File: config.mk
export PLATFORM = sky130hd
export DESIGN_NAME = mem_cfg_master
export DESIGN_NICKNAME = d
export VERILOG_FILES = /design/src/rtl/mem_cfg_master.sv
export SDC_FILE = /design/constraint.sdc
export NUM_CORES = 1
export LEC_CHECK = 0
export ABC_AREA = 1
export BUFFER_PORTS_ARGS = -buffer_cell sky130_fd_sc_hd__buf_2
export CORE_ASPECT_RATIO = 1.75
export CORE_MARGIN = 2
export CORE_UTILIZATION = 39
export CTS_BUF_LIST = sky130_fd_sc_hd__clkbuf_4
export DETAILED_ROUTE_END_ITERATION = 10
export PLACE_DENSITY = 0.67
export RECOVER_POWER = 50
export SETUP_SLACK_MARGIN = 0.15
export SYNTH_ARGS = -nofsm -noshare
export SYNTH_HDL_FRONTEND = slang
export SYNTH_SLANG_ARGS = --single-unit
File: constraint.sdc
create_clock -name clk -period 1.5 [get_ports clk]
set_clock_uncertainty 0.05 [all_clocks]
set_input_delay 0.15 -clock clk [delete_from_list [all_inputs] [get_ports clk]]
set_output_delay 0.15 -clock clk [all_outputs]
set_load 0.05 [all_outputs]
File: src/rtl/mem_cfg_master.sv
// mem_cfg_master: single-outstanding command master for a register-style
// memory interface. Accepts one read/write command, drives it onto the
// mem_* bus until the responder acknowledges, then emits a one-cycle
// completion strobe. Every output comes straight from a flop.
//
// Optional feature: define MEM_CFG_TIMEOUT_EN to abort an access after
// TIMEOUT_CYCLES clock edges without mem_ack. The abort completes with
// rsp_err=1 and rsp_rdata=0. Without the macro the access waits forever
// and rsp_err stays 0.

module mem_cfg_master #(
  parameter int unsigned TIMEOUT_CYCLES = 16
) (
  input  logic       clk,
  input  logic       rst,
  input  logic       req_valid,
  output logic       req_ready,
  input  logic       req_wr,
  input  logic [7:0] req_addr,
  input  logic [7:0] req_wdata,
  output logic       rsp_valid,
  output logic [7:0] rsp_rdata,
  output logic       rsp_err,
  output logic       mem_sel_en,
  output logic [7:0] mem_addr,
  output logic [7:0] mem_wr_data,
  output logic       mem_wr_rd_s,
  input  logic [7:0] mem_rd_data,
  input  logic       mem_ack
);

  // The timeout counter is 8 bits wide, so only 1..255 can be honoured.
  if (TIMEOUT_CYCLES < 1 || TIMEOUT_CYCLES > 255) begin : g_bad_timeout
    $error("mem_cfg_master: TIMEOUT_CYCLES must be in 1..255");
  end

  typedef enum logic [1:0] {
    IDLE   = 2'd0,
    ACCESS = 2'd1,
    RESP   = 2'd2
  } state_t;

  state_t     state;
  state_t     state_nxt;

  logic       req_ready_nxt;
  logic       rsp_valid_nxt;
  logic [7:0] rsp_rdata_nxt;
  logic       rsp_err_nxt;
  logic       mem_sel_en_nxt;
  logic [7:0] mem_addr_nxt;
  logic [7:0] mem_wr_data_nxt;
  logic       mem_wr_rd_s_nxt;

  logic       accept;   // command handshake at this edge
  logic       expired;  // access aborts at this edge (ack not seen)
  logic       finish;   // access leaves ACCESS at this edge

  // req_ready is low during the first cycle after reset even though the
  // state is already IDLE, so the handshake must use the flop itself.
  assign accept = req_valid && req_ready;
  assign finish = (state == ACCESS) && (mem_ack || expired);

`ifdef MEM_CFG_TIMEOUT_EN
  localparam logic [7:0] TIMEOUT_LAST = 8'(TIMEOUT_CYCLES - 1);

  logic [7:0] access_cnt;  // ACCESS edges already passed without ack

  // Access cycle counter: cleared when a command is accepted, counts each ACCESS edge.
  always_ff @(posedge clk or posedge rst) begin
    if (rst) begin
      access_cnt <= 8'd0;
    end else if (accept) begin
      access_cnt <= 8'd0;
    end else if (state == ACCESS) begin
      access_cnt <= access_cnt + 8'd1;
    end
  end

  // An ack on the final allowed edge still wins over the abort.
  assign expired = (state == ACCESS) && !mem_ack && (access_cnt == TIMEOUT_LAST);
`else
  assign expired = 1'b0;
`endif

  // State and registered outputs.
  // NOTE: flops are updated with non-blocking assignments so every
  // register samples the pre-edge values of the others.
  always_ff @(posedge clk or posedge rst) begin
    if (rst) begin
      state       <= IDLE;
      req_ready   <= 1'b0;
      rsp_valid   <= 1'b0;
      rsp_rdata   <= 8'd0;
      rsp_err     <= 1'b0;
      mem_sel_en  <= 1'b0;
      mem_addr    <= 8'd0;
      mem_wr_data <= 8'd0;
      mem_wr_rd_s <= 1'b0;
    end else begin
      state       <= state_nxt;
      req_ready   <= req_ready_nxt;
      rsp_valid   <= rsp_valid_nxt;
      rsp_rdata   <= rsp_rdata_nxt;
      rsp_err     <= rsp_err_nxt;
      mem_sel_en  <= mem_sel_en_nxt;
      mem_addr    <= mem_addr_nxt;
      mem_wr_data <= mem_wr_data_nxt;
      mem_wr_rd_s <= mem_wr_rd_s_nxt;
    end
  end

  // Next-state decode.
  always_comb begin
    state_nxt = state;
    case (state)
      IDLE:    if (accept) state_nxt = ACCESS;
      ACCESS:  if (finish) state_nxt = RESP;
      RESP:    state_nxt = IDLE;
      default: state_nxt = IDLE;
    endcase
  end

  // Next values for the registered outputs.
  always_comb begin
    // NOTE: every output gets a default before the case so no path leaves
    // a signal unassigned, which would infer a latch.
    req_ready_nxt   = 1'b0;
    rsp_valid_nxt   = 1'b0;
    rsp_rdata_nxt   = rsp_rdata;
    rsp_err_nxt     = rsp_err;
    mem_sel_en_nxt  = 1'b0;
    mem_addr_nxt    = 8'd0;
    mem_wr_data_nxt = 8'd0;
    mem_wr_rd_s_nxt = 1'b0;
    case (state)
      IDLE: begin
        if (accept) begin
          mem_sel_en_nxt  = 1'b1;
          mem_addr_nxt    = req_addr;
          mem_wr_rd_s_nxt = req_wr;
          mem_wr_data_nxt = req_wr ? req_wdata : 8'd0;
        end else begin
          req_ready_nxt = 1'b1;
        end
      end
      ACCESS: begin
        if (finish) begin
          rsp_valid_nxt = 1'b1;
          rsp_err_nxt   = !mem_ack;
          rsp_rdata_nxt = (mem_ack && !mem_wr_rd_s) ? mem_rd_data : 8'd0;
        end else begin
          mem_sel_en_nxt  = 1'b1;
          mem_addr_nxt    = mem_addr;
          mem_wr_rd_s_nxt = mem_wr_rd_s;
          mem_wr_data_nxt = mem_wr_data;
        end
      end
      RESP: begin
        req_ready_nxt = 1'b1;
      end
      default: begin
        req_ready_nxt = 1'b0;
      end
    endcase
  end

endmodule

==> After elaboration in Yosys (flattened, before gate mapping) <==
Cells that the tools add are included.
{ "word_totals": {"regBits": 31, "elab_cells": 41} }
{ "classes": {"n_eq_ne": 4, "mux": 20, "reduce_logical": 8} }
{ "op_table": {"columns": ["op", "n"], "rows": [
  ["$mux 8", 5],
  ["$pmux 8 s2", 2],
  ["$mux 1", 7],
  ["$pmux 1 s2", 3],
  ["$mux 2", 2],
  ["$ne 2x2->1 const B", 2],
  ["$pmux 2 s2", 1],
  ["$reduce_and 2->1", 2],
  ["$logic_and 1x1->1", 3],
  ["$eq 2x1->1 const B", 1],
  ["$eq 2x2->1 const B", 1],
  ["$logic_not 1->1", 2],
  ["$logic_not 2->1", 1]
]} }

==> Logic depth before layout (Yosys ltp) <==
{ "logic_depth": {"depth_word": 4, "ltp_mapped": 5, "mapped_depth_nobuf": 4} }

==> Worst setup path before layout <==
No wires, ideal clock.
{ "synth_timing": {"kind": "register to register", "startpoint": "reg req_ready", "endpoint": "reg mem_wr_rd_s", "setup_ps": 65, "arrival_ps": 1285, "path_slack_ps": 99, "path_stages_with_launch": 6, "n_path_buf": 1, "synth_period_minus_slack_ps": 1401, "cell_sequence": "dfrtp_1 > nand2_1 > inv_1 > buf_2 > nand3_1 > nand2_1"} }
{ "synth_between": {"elab_chain_len": 3} }
{ "synth_lines": {"columns": ["item", "line_no", "text"], "rows": [
  ["start, declared", "17", "output logic req_ready,"],
  ["start signal, assigned", "102", "req_ready <= req_ready_nxt;"],
  ["$logic_and 1x1->1", "61", "assign accept = req_valid && req_ready;"],
  ["$mux 1", "138", "if (accept) begin"],
  ["$pmux 1 s2", "136", "case (state)"],
  ["end signal, assigned", "109", "mem_wr_rd_s <= mem_wr_rd_s_nxt;"],
  ["end, declared", "27", "output logic mem_wr_rd_s,"]
]} }
Every way passes these cells.
A chain may end at the register's enable or synchronous reset.

==> Worst setup path in the final report <==
{ "layout_timing": {"startpoint": "reg rsp_rdata[6]", "endpoint": "out rsp_rdata[6]"} }
{ "layout_rtl": {"columns": ["item", "line_no", "text"], "rows": [
  ["start, declared", "22", "output logic [7:0] rsp_rdata,"],
  ["start signal, assigned", "104", "rsp_rdata <= rsp_rdata_nxt;"]
]} }
No word-level cell between the ends.

==> impl_metrics.py <==
metrics = {
    "yosys": {
        "yosys_warnings": 0,
        "ys_ff_latch": 31,
        "syn_inst": 165,
        "synth_cell_type_count": 12,
        "ys_seq_area_frac": 0.569,
        "syn_area_per_cell_um2": 8.27,
        "syn-cell-area_um2": 1360,
        "synth_nets": 194,
    },
    "global_routing": {
        "antenna_found_initial": 0,
        "grt_busiest_layer": "met2",
        "met1_usage": 0.199,
        "use_met3": 0.0522,
        "grt_pass1_vias": 1167,
        "grt_max_degree": 32,
        "grt_pass1_wl_mm": 5.31,
        "grt_use_met2": 0.300,
        "track_usage": 0.174,
        "overflow": 0,
    },
    "cts": {
        "cts.sinks": 31,
        "cts-root-buf": "clkbuf_4",
        "h-tree-depth": 2,
        "clkSlewWorstSetupHoldPaths_ps": 90,
        "clk_path_buf_depth": 2,
        "insertion_delay_ps": 320,
        "post-cts-setup-buffers": 0,
        "numCtsBuffers": 5,
        "cts_tree": "built",
    },
    "power": {
        "powerDensity_nw_per_um2": 1810,
        "switching_power_w": 0.00168,
        "comb_power_share": 0.494,
        "clock_power_share": 0.136,
        "p_leak_nw": 1.10,
        "seqPwrFrac": 0.370,
        "peakVddDrop_v": 0.000830,
        "swShare": 0.512,
        "intPower_w": 0.00161,
    },
    "critical_path": {
        "cpLargestDelayFamily": "buffers and inverters",
        "worstPathRequired_ps": 1300,
        "r2r-end": "rsp_rdata[3]$_DFFE_PP0P_",
        "reg2reg_slack_ps": 290,
        "path_buf_inv": 1,
        "start_kind": "register",
        "critical_path_class": "register to output pin",
        "crit_chain": "clkbuf_1",
        "cp-end-kind": "output pin",
        "max_stage_delay_ps": 470,
        "timing.rr.start": "state[1]$_DFFE_PP0P_",
        "crit_slowest_cell": "clkbuf_1",
        "crit_fanout": 2,
        "cp.arrival_ps": 1150,
        "worst-r2r-cell-count": 4,
    },
    "timing": {
        "drv_slew": 0,
        "finalWorstSetupSlack_ps": 149,
        "setup_tns_ps": 0,
        "final.period_utilization": 0.901,
        "max_freq_ghz": 0.740,
        "finalSetupViolations": 0,
        "period_needed_ps": 1350,
        "hold_violations": 0,
        "rsz0062_at_grt": "false",
        "worst_slew_pin_slew_ps": 748,
        "relSlewSlack": 0.501,
    },
    "finish": {
        "finalNetCount": 261,
        "num_antenna_cells": 0,
        "areaGrowthSynthToFinish_pct": 33.4,
        "drive_above_1_share": 0.283,
        "fin_area_um2": 1820,
    },
    "route": {
        "wl_mm": 3.12,
        "drc_errors": 0,
        "drtAntennaViolNets": 0,
        "drt_first_pass_iters": 3,
        "vias": 1248,
        "drt_iter0_drc": 22,
        "post_drt_wl_per_cell_um": 11.2,
        "routed_via_density": 4.49,
    },
    "hold_path": {
        "hp-class": "input port to register",
        "hold_depth": 5,
        "hold_start": "req_wdata[4]",
        "holdPathEnd": "mem_wr_data[4]$_DFFE_PP0P_",
    },
    "placement": {
        "dpl.hpwl_mm": 2.18,
        "placed_area_um2": 1680,
        "post-place-ws_ps": 292,
        "io_buffers": 57,
        "place_congestion": 0.674,
    },
    "die": {
        "dieArea_um2": 4000,
        "die_w_um": 48.7,
        "die_h_um": 82.2,
        "row_count": 28,
        "start_util": 0.406,
        "ios": 58,
        "core_area_um2": 3360,
    },
    "status": {
        "status": "finished, final reports clean",
    },
    "run": {
        "cap_viol_max_count": 0,
    },
}
[synthesized netlist by cell type]
cell type | n | area, um^2
dfrtp_1 | 31 | 776
buf_6 | 2 | 22.5
nand3_1 | 35 | 175
inv_2 | 2 | 7.51
inv_1 | 14 | 52.6
nor2_1 | 16 | 60.1
buf_4 | 1 | 7.51
clkbuf_1 | 1 | 3.75
buf_2 | 5 | 25.0
nand2_1 | 55 | 206
nor2_4 | 2 | 22.5
a21oi_1 | 1 | 5.00
[cell families (layout without fill, tap and decap cells)]
| family | Yosys count | count (layout) | share of synthesized area |
|---|---|---|---|
| DFF | 31 | 31 | 0.569 |
| buffers and inverters | 25 | 93 | 0.0872 |
| AOI/OAI and AO/OA | 1 | 1 | 0.00367 |
| and+or+nand+nor | 108 | 108 | 0.340 |
[power by group through the flow]
stage / registers [W] / clock network [W] / logic [W]
CTS: 0.00122 / 0.000475 / 0.00166
finish: 0.00122 / 0.000448 / 0.00162
global route: 0.00125 / 0.000520 / 0.00174
detailed placement: 0.00123 / 0 / 0.00164
floorplan: 0.00196 / 0 / 0.000524
global placement: 0.00123 / 0 / 0.00162
[through the flow]
stage | total power, W | util | hold WS (ps) | std cells
6_report | 0.00329 | 0.541 | 64.0 | 278
5_1_grt | 0.00351 | 0.541 | 64.3 | 278
4_1_cts | 0.00335 | 0.543 | 53.6 | 278
3_5_place_dp | 0.00287 | 0.500 | 202 | 261
3_3_place_gp | 0.00285 | 0.500 | 198 | 261
2_1_floorplan | 0.00248 | - | 203 | 165
[flip-flops by register name, indices dropped and copies added, names as in the netlist]
name / cells
mem_addr: 8
state: 2
mem_wr_data: 8
rsp_err: 1
rsp_rdata: 8
req_ready: 1
mem_sel_en: 1
mem_wr_rd_s: 1
rsp_valid: 1
[worst max-delay path by stage]
stage,from,slack (ps),endpoint,depth (start not counted)
global route,req_ready$_DFF_PP0_,100,req_ready,1
finish,rsp_rdata[6]$_DFFE_PP0P_,150,rsp_rdata[6],1
floorplan,req_ready$_DFF_PP0_,270,mem_addr[7]$_DFFE_PP0P_,5
global placement,state[1]$_DFFE_PP0P_,350,rsp_rdata[1]$_DFFE_PP0P_,4
detailed placement,state[1]$_DFFE_PP0P_,290,rsp_rdata[1]$_DFFE_PP0P_,4
CTS,mem_wr_rd_s$_DFFE_PP0P_,180,mem_wr_rd_s,1
[repair_timing]
| action | in CTS | in global routing |
|---|---|---|
| endpoints found under the setup margin | 1 | 1 |
| endpoints found under the hold margin | 39 | 0 |
| pin swaps | 0 | 0 |
| resized for setup | 1 | 1 |
| hold buffers | 9 | 0 |
| gates cloned | 0 | 0 |
[layout make-up]
class | instances | area (um^2)
fill | 368 | 1540
sequential | 31 | 778
multi-input combinational | 109 | 469
timing repair buffer | 69 | 403
inverter | 16 | 60.1
tap | 45 | 56.3
clock buffer | 5 | 37.5
clock inverter | 3 | 15.0
[per-layer routing]
metal / vias to the layer above / share of wire / wire (um)
li1: 648 / - / -
met1: 551 / 0.42 / 1320
met2: 43 / 0.50 / 1560
met3: 6 / 0.062 / 192
met4: 0 / 0.016 / 51
met5: - / 0 / 0
[cell usage in the layout (no fill, tap or decap), drive strengths merged]
cell type and n:
nand2 55, inv 16, clkinv 2, nand3 35, dlygate4sd3 9, clkbuf 19, buf 46, clkinvlp 1
a21oi 1, dfrtp 31, nor2 18
(Power assumes the default switching activity.)
